<file path="config.mk">
export PLATFORM = sky130hd
export DESIGN_NAME = exhaustive_stim_ctrl
export DESIGN_NICKNAME = d
export VERILOG_FILES = /design/src/rtl/exhaustive_stim_ctrl.sv
export SDC_FILE = /design/constraint.sdc
export NUM_CORES = 1
export LEC_CHECK = 0
export ABC_AREA = 1
export BUFFER_PORTS_ARGS = -buffer_cell sky130_fd_sc_hd__clkbuf_2
export CAP_MARGIN = 20
export CORE_MARGIN = 5
export CORE_UTILIZATION = 35
export CTS_CLUSTER_SIZE = 24
export DETAILED_ROUTE_END_ITERATION = 8
export PLACE_DENSITY = 0.65
export SLEW_MARGIN = 20
export SYNTH_ARGS = -nofsm -noshare
export SYNTH_HDL_FRONTEND = slang
export SYNTH_SLANG_ARGS = --single-unit
</file>
<file path="constraint.sdc">
create_clock -name clk -period 1.4 [get_ports clk]
set_clock_uncertainty 0.2 [all_clocks]
set_input_delay 0.28 -clock clk [delete_from_list [all_inputs] [get_ports clk]]
set_output_delay 0.28 -clock clk [all_outputs]
set_load 0.01 [all_outputs]
</file>
<file path="src/rtl/exhaustive_stim_ctrl.sv">
// Exhaustive stimulus sequencer: sweeps stim_out through all 2^IN_W
// patterns, holding each SETTLE cycles, then captures resp_in.
// Ports: clk, rst (sync, active-high), start, abort, busy, done,
//   stim_out/stim_valid (to datapath), resp_in (from datapath),
//   cap_valid/cap_index/cap_data (capture stream), sig_out.
// Option: define EXHAUSTIVE_STIM_CTRL_SIGNATURE_EN for a rotate-XOR
//   response signature on sig_out; otherwise sig_out is tied to 0.
module exhaustive_stim_ctrl #(
  parameter int IN_W   = 2,
  parameter int OUT_W  = 2,
  parameter int SETTLE = 1,
  parameter int SIG_W  = 16
) (
  input  logic             clk,
  input  logic             rst,
  input  logic             start,
  input  logic             abort,
  output logic             busy,
  output logic             done,
  output logic [IN_W-1:0]  stim_out,
  output logic             stim_valid,
  input  logic [OUT_W-1:0] resp_in,
  output logic             cap_valid,
  output logic [IN_W-1:0]  cap_index,
  output logic [OUT_W-1:0] cap_data,
  output logic [SIG_W-1:0] sig_out
);

  typedef enum logic [1:0] {
    IDLE = 2'd0,
    RUN  = 2'd1,
    DONE = 2'd2
  } state_t;

  localparam logic [7:0]      SETTLE_C = 8'(SETTLE);
  localparam logic [IN_W-1:0] ALL_ONES = {IN_W{1'b1}};

  state_t     state, state_n;
  logic [7:0] settle_cnt;
  logic       cap;
  logic       last;

  always_comb begin
    state_n = state;
    cap     = 1'b0;
    last    = 1'b0;
    unique case (state)
      IDLE: if (start) state_n = RUN;
      RUN: begin
        // abort takes priority over a capture on the same edge
        if (abort) begin
          state_n = IDLE;
        end else if (settle_cnt == SETTLE_C) begin
          cap = 1'b1;
          if (stim_out == ALL_ONES) begin
            last    = 1'b1;
            state_n = DONE;
          end
        end
      end
      DONE:    state_n = IDLE;
      default: state_n = IDLE;
    endcase
  end

  always_ff @(posedge clk) begin
    if (rst) begin
      state      <= IDLE;
      stim_out   <= '0;
      stim_valid <= 1'b0;
      settle_cnt <= 8'd0;
      cap_valid  <= 1'b0;
      cap_index  <= '0;
      cap_data   <= '0;
    end else begin
      state     <= state_n;
      cap_valid <= cap;
      if (cap) begin
        cap_index <= stim_out;
        cap_data  <= resp_in;
      end
      unique case (state)
        IDLE: begin
          if (start) begin
            stim_out   <= '0;
            stim_valid <= 1'b1;
            settle_cnt <= 8'd1;
          end
        end
        RUN: begin
          if (abort || last) begin
            stim_out   <= '0;
            stim_valid <= 1'b0;
          end else if (cap) begin
            stim_out   <= stim_out + 1'b1;
            settle_cnt <= 8'd1;
          end else begin
            settle_cnt <= settle_cnt + 8'd1;
          end
        end
        DONE: begin
          stim_out   <= '0;
          stim_valid <= 1'b0;
        end
        default: begin
          stim_out   <= '0;
          stim_valid <= 1'b0;
        end
      endcase
    end
  end

  assign busy = (state == RUN);
  assign done = (state == DONE);

`ifdef EXHAUSTIVE_STIM_CTRL_SIGNATURE_EN
  logic [SIG_W-1:0] sig;

  always_ff @(posedge clk) begin
    if (rst) begin
      sig <= '0;
    end else if (state == IDLE && start) begin
      sig <= '0;
    end else if (cap) begin
      sig <= {sig[SIG_W-2:0], sig[SIG_W-1]} ^ SIG_W'(resp_in);
    end
  end

  assign sig_out = sig;
`else
  assign sig_out = '0;
`endif

endmodule

</file>
Word level (Yosys, flattened, before mapping)
Index checks and enable logic that the tools add are counted.
{"block": "totals", "ff_bits": 18, "latchBits": 0, "ram_bits": 0, "mem_bits_ro": 0, "inputBits": 6, "n_memories": 0}
{"block": "op_classes", "addsub": 2, "n_mul": 0, "div_mod_pow": 0, "n_lt_le_gt_ge": 0, "eq_ne": 10, "shifts": 0, "muxes": 23, "bitwise": 0, "n_reduce_logical": 7}
{"op": "8-bit two-way mux", "n": 3}
{"op": "8-bit one-hot mux with 2 select lines", "n": 1}
{"op": "2-bit two-way mux", "n": 7}
{"op": "1-bit two-way mux", "n": 9}
{"op": "8-bit by 1-bit adder with 8-bit output, second input constant", "n": 1}
{"op": "8-bit by 1-bit equality test with 1-bit output, second input constant", "n": 1}
{"op": "2-bit one-hot mux with 2 select lines", "n": 2}
{"op": "3-bit by 2-bit inequality test with 1-bit output, second input constant", "n": 2}
{"op": "3-bit AND reduction", "n": 2}
{"op": "2-bit equality test, second input constant", "n": 2}
{"op": "2-bit inequality test, second input constant", "n": 2}
{"op": "2-bit AND reduction", "n": 2}
{"op": "3-bit by 1-bit inequality test with 1-bit output, second input constant", "n": 1}
{"op": "2-bit by 1-bit adder with 2-bit output, second input constant", "n": 1}
{"op": "2-bit by 1-bit equality test with 1-bit output, second input constant", "n": 1}
{"op": "2-bit zero test", "n": 1}
{"op": "2-bit by 1-bit inequality test with 1-bit output, second input constant", "n": 1}
{"op": "1-bit one-hot mux with 2 select lines", "n": 1}
{"op": "2-bit nonzero test", "n": 1}
{"op": "1-bit logical OR", "n": 1}

Logic depth before layout (Yosys ltp)
Gate-level depths: netlist of run 1.
{"block": "logic_depth", "ltp_word": 8, "ltp_mapped": 11}

Worst setup path before layout of run 1
No wires, ideal clock.
{"block": "synth_timing", "path_kind": "register to register", "start": "reg settle_cnt[1]", "end": "reg settle_cnt[1]", "setup_time_ps": 66, "arrival_time_ps": 1232, "required_time_ps": 1134, "path_slack_ps": -98, "path_stages_with_launch": 10, "n_path_buf": 1, "path_cell_list": "dfxtp_1 -> inv_1 -> ha_1 -> nand2_1 -> nor2_2 -> nand2_2 -> nand2_2 -> buf_6 -> or2_1 -> a21oi_2"}
{"block": "synth_between", "elab_chain_len": 7}
{"item": "start, declared", "line_no": "39", "rtl": "logic [7:0] settle_cnt;"}
{"item": "start signal, assigned", "line_no": "98", "rtl": "settle_cnt <= settle_cnt + 8'd1;"}
{"item": "8-bit by 1-bit equality test with 1-bit output", "line_no": "53", "rtl": "end else if (settle_cnt == SETTLE_C) begin"}
{"item": "1-bit two-way mux", "line_no": "53"}
{"item": "1-bit two-way mux", "line_no": "51", "rtl": "if (abort) begin"}
{"item": "1-bit two-way mux", "line_no": "47", "rtl": "unique case (state)"}
{"item": "8-bit two-way mux / 1-bit logical OR (equally long branches)", "line_no": "94, 91"}
{"item": "8-bit two-way mux / 2-bit inequality test (equally long branches)"}
{"item": "8-bit one-hot mux with 2 select lines / 3-bit AND reduction (equally long branches)"}
Several ways; a longest one is shown, not always the timed one. The select of a mux whose other input is x is not followed.
A chain may end at the register's enable or synchronous reset.

Worst setup path after layout of run 1
{"block": "layout_timing", "start": "reg state[1]", "end": "reg settle_cnt[1]"}
{"block": "layout_between", "elab_chain_len": 5}
{"item": "start, declared", "line_no": "38", "rtl": "state_t state, state_n;"}
{"item": "start signal, assigned", "line_no": "76", "rtl": "state <= state_n;"}
{"item": "2-bit by 1-bit equality test with 1-bit output", "line_no": "47, 82"}
{"item": "1-bit two-way mux", "line_no": "47"}
{"item": "8-bit two-way mux / 1-bit logical OR (equally long branches)", "line_no": "94, 91"}
{"item": "8-bit two-way mux / 2-bit inequality test (equally long branches)"}
{"item": "8-bit one-hot mux with 2 select lines / 3-bit AND reduction (equally long branches)"}
Several ways; a longest one is shown, not always the timed one. The select of a mux whose other input is x is not followed.

==> flow_summary.ini, run 1 <==
[critical_path]
critical_path_class = reg2reg
path_max_fanout = 5
cp_num_buf_inv = 3
cpPeakStageDelay_ns = 0.34
r2r_start = state[1]
end_kind = flip-flop
crit_path_start = state[1]
crit_path_cell_trace = inv_2 > nand2_4 > buf_6 > nor2_8 > nand2_4 > buf_6 > or2_4 > a21oi_2
path_delay_family = simple AND/OR/NAND/NOR gates
cp.arrival_ns = 1.58
start_kind = flip-flop
cp.required_ns = 1.44
cpMaxStageDelayCell = dfxtp_2

[clock_tree]
clkSinkCount = 18
ctsRootBufferMaster = clkbuf_4
clk_latency_ns = 0.30
htree_levels = 1
ctsHoldBuffers = 0
clk_pin_slew_ns = 0.11
cts_buffer_depth = 2
cts_buffers = 3
cts_tree = yes

[synth]
synth_seq_cells = 18
synth_top_family_by_area = simple AND/OR/NAND/NOR gates
synthAdderAreaFrac_pct = 3.43
synth_cells = 160
yosysWarnings = 0
ys.flop_type = dfxtp_1
netlist-cell-type-count = 23
seq_area_frac_synth_pct = 32.9
synth_area_um2 = 1090
yosys.area_share.simple_pct = 34.7
synth_compound_gate_area_share_pct = 7.20
synthMuxAreaShare_pct = 0
synth_area_per_cell_um2 = 6.84
synth_xor_area_share_pct = 0.800
synth_edf_count = 0
synthArstFlopShare_pct = 0

[min_path]
min_path_type = in2reg
min-delay-start = resp_in[0]

[timing]
period_share_pct = 110
whs_ns = 0.0178
worst_slack_ns = -0.140
clock.fmax_mhz = 649
rsz0062_at_grt = yes
setup_violations = 19
setup-tns-final_ns = -1.31
slew_violations = 0
final_hold_viol_count = 0
min_period_ns = 1.54

[cells_and_area]
areaGrowthSynthToFinish_pct = 54.7
mostFrequentLayoutCells = nand2_1, buf_4, nor2_1, conb_1, inv_1
postLayoutCellArea_um2 = 1690
fin_cells = 256
drive_gt1_share_pct = 49.1
nFillCells = 284
n_antenna_cell = 0
postLayoutCoreUtil_pct = 56.0
fin_nets = 222

[die]
num_rows = 20
fp.dieW_um = 65.9
core_um2 = 3030
ioPinCount = 32
dieArea_um2 = 4350
start_util_pct = 36.2
fp.dieH_um = 65.9

[drt]
wire_per_inst_um = 11.0
wirelength_um = 2810
drc = 0
drt-initial-drc-count = 40
viasPerCell = 4.39
num_vias = 1123
drtPass1Iterations = 4
antenna_left = 0

[pwr]
p_switching_mw = 0.444
p_seq_share_pct = 41.6
power_frac_clock_pct = 24.0
peakVddDrop_v = 0.000439
power_density_nw_per_um2 = 809
p_leak_nw = 0.849
power_mw = 1.37
power.share.switching_pct = 32.4
internal-power_mw = 0.925
pwr-share-comb_pct = 34.4

[placed_design]
post-place-ws_ns = -0.130
placed_cell_area_um2 = 1340
place_hpwl_um = 1750
globalplace.congestion = 0.822
io_buffers = 15
dp_cells = 240

[global_route]
grt_pass1_wl_um = 4360
antenna_found_initial = 0
grt-ovfl-total = 0
grt_max_degree = 11
grt_pass1_vias = 1028
grt_use_total_pct = 12.8

[run]
maxCapViolations = 0

[run_status]
violations = setup timing
status = complete, but fails checks
==> sequential cells by signal (all words and copies together), names as in the netlist <==
| register | flops |
|---|---|
| stim_valid | 1 |
| state | 2 |
| stim_out | 2 |
| cap_index | 2 |
| cap_valid | 1 |
| settle_cnt | 8 |
| cap_data | 2 |
==> worst paths after layout <==
kind,slack (ns),to,depth (start not counted)
worst max-delay path,-0.14,settle_cnt[1],8
worst min register to register,0.27,stim_valid,2
worst min-delay path,0.02,cap_data[0],3
worst max register to register,-0.14,settle_cnt[1],8
==> worst reg2reg max path: cells and delay by family, from the launching register on <==
family / cells / cell delay [ns]
AND/OR/NAND/NOR: 4 / 0.50
flip-flops: 1 / 0.34
buffers and inverters: 3 / 0.33
AO/OA/AOI/OAI: 1 / 0.12
==> routing by layer <==
metal	routed length (um)	vias up	part of all wire [%]	track usage (%)
li1	-	582	-	-
met1	1160	500	41	15.6
met2	1440	39	51	21.3
met3	186	2	6.6	4.59
met4	21	0	0.75	3.05
met5	0	-	0	0
==> logic make-up after synthesis <==
logic type / after synthesis
DFF: 18
buffers and inverters: 41
xor gates and xnor gates: 1
AOI/OAI and AO/OA: 15
other: 1
and+or+nand+nor: 81
adders and majority gates: 3
==> power groups by stage <==
stage	Clock (mW)	Combinational, mW	Sequential [mW]
after global routing	0.370	0.517	0.575
after detailed placement	0	0.319	0.577
final	0.328	0.471	0.571
after floorplan	0	0.226	0.584
after global placement	0	0.320	0.576
after CTS	0.346	0.399	0.567
==> timing repair <==
item | CTS | global route
gates cloned | 2 | 0
setup endpoints to repair | 20 | 22
pin swaps | 6 | 10
resized for setup | 27 | 40
setup buffers | 7 | 3
==> Yosys cell counts, types with 2 or more instances <==
master | instances | share of area [%]
inv_1 | 20 | 6.9
ha_1 | 3 | 3.4
nor2_1 | 22 | 7.5
nand3_1 | 10 | 4.6
inv_2 | 2 | 0.69
o21ai_0 | 7 | 3.2
nand2_1 | 31 | 11
buf_4 | 17 | 12
dfxtp_1 | 18 | 33
a21oi_1 | 7 | 3.2
nand2_2 | 5 | 2.9
nand3b_1 | 2 | 1.4
nand4_1 | 6 | 3.4
==> area by class of cell <==
class | instances | area [um2] | area share (%)
timing repair buffer | 51 | 408 | 24.1
tap | 44 | 55.1 | 3.25
sequential | 18 | 372 | 21.9
clock buffer | 4 | 36.3 | 2.14
multi-input combinational | 117 | 736 | 43.4
inverter | 22 | 87.6 | 5.17
Power figures use the tool's default switching activity.
==> run 2: changes to the inputs <==
- SKIP_CTS_REPAIR_TIMING: default -> 1
==> flow_summary.ini, run 2 (synthesis gave the netlist of run 1 again) <==
[run_status]
status = complete, but fails checks
violations = setup timing

[drt]
wirelength_um = 2790
viasPerCell = 4.32
drc = 0
antenna_left = 0
num_vias = 1102
drtPass1Iterations = 4
drt-initial-drc-count = 68
wire_per_inst_um = 10.9

[clock_tree]
cts_tree = yes
cts_buffers = 3
clk_pin_slew_ns = 0.10
clk_latency_ns = 0.30
htree_levels = 1
clkSinkCount = 18
cts_buffer_depth = 2
ctsRootBufferMaster = clkbuf_4

[timing]
rsz0062_at_grt = yes
setup_violations = 20
final_hold_viol_count = 0
setup-tns-final_ns = -2.01
min_period_ns = 1.59
clock.fmax_mhz = 628
worst_slack_ns = -0.191
slew_violations = 0
period_share_pct = 114

[run]
maxCapViolations = 0

[cells_and_area]
drive_gt1_share_pct = 49.8
n_antenna_cell = 0
layout_commonest_cell = buf_4
fin_nets = 221
regMostFlops = settle_cnt
mostFrequentLayoutCells = buf_4, nand2_1, conb_1, nor2_1
largest_register_ffs = 8
areaGrowthSynthToFinish_pct = 52.9

[placed_design]
io_buffers = 15
place_hpwl_um = 1750
globalplace.congestion = 0.822

[pwr]
peakVddDrop_v = 0.000537
power_mw = 1.37
p_leak_nw = 0.826
power_density_nw_per_um2 = 818

[critical_path]
cp.required_ns = 0.92
critical_path_class = reg2out
cp.arrival_ns = 1.11
end_kind = output port
path_max_fanout = 5
start_kind = flip-flop

[die]
ioPinCount = 32
fp.dieW_um = 65.9
core_um2 = 3030
num_rows = 20
dieArea_um2 = 4350
start_util_pct = 36.2
fp.dieH_um = 65.9

[global_route]
grt-ovfl-total = 0
grt_use_total_pct = 11.1
grt_max_degree = 12
antenna_found_initial = 0
grt_pass1_vias = 933
grt_pass1_wl_um = 3840

[min_path]
min_path_type = in2reg
==> run 2: cell types whose count changed in the layout (fill, tap and decap cells not counted), moves of 2 or more <==
cell and change:
nor2_1 -2, nand2_1 -3, nor2_2 +3, nand3_2 -2, nand2_2 +2, nand3_1 +3
buf_6 +2
==> run 2: critical path: stages (launching register included) <==
cell and delay, ns:
dfxtp_2 0.35, inv_2 0.05, nand2_4 0.05, buf_6 0.10
clkinvlp_4 0.12, buf_6 0.15
==> run 2: area by class of cell <==
class	count	area, um2
Fill cell	272	1350
Multi-Input combinational cell	117	726
Timing Repair Buffer	50	398
Sequential cell	18	370
Inverter	22	88.8
Tap cell	44	55.1
Clock buffer	4	36.3
==> run 2: path summary, 6_finish.rpt <==
| kind | slack, ns | from | cells after the start | endpoint |
|---|---|---|---|---|
| setup reg to reg | -0.15 | state[1] | 8 | settle_cnt[1] |
| hold reg to reg | 0.27 | stim_valid | 2 | stim_valid |
| hold / removal | 0.03 | resp_in[0] | 3 | cap_data[0] |
| setup / recovery | -0.19 | state[1] | 5 | busy |
==> run 2: per-layer routing <==
layer	vias up	part of all wire (%)	track usage, %
met1	502	45	13.9
met2	27	50	18.6
met5	-	0	0
met4	0	0	1.52
met3	0	4.9	3.91
li1	573	-	-
==> run 2: per-stage QoR <==
step           hold slack [ns]  cell area [um2]  utilization [%]  std cells  setup WS, ns
3_3_place_gp             0.254             1340             44.4        240        -0.110
2_1_floorplan            0.135             1170                -        175       -0.0341
3_5_place_dp             0.251             1340             44.4        240        -0.130
5_1_grt                 0.0492             1670             55.3        255        -0.268
6_report                0.0279             1670             55.3        255        -0.191
4_1_cts                 0.0261             1380             45.6        244        -0.370
==> run 2: power breakdown <==
group / internal (mW) / switching, mW
Sequential: 0.545 / 0.0237
Clock: 0.158 / 0.171
Combinational: 0.214 / 0.257
Total: 0.917 / 0.452
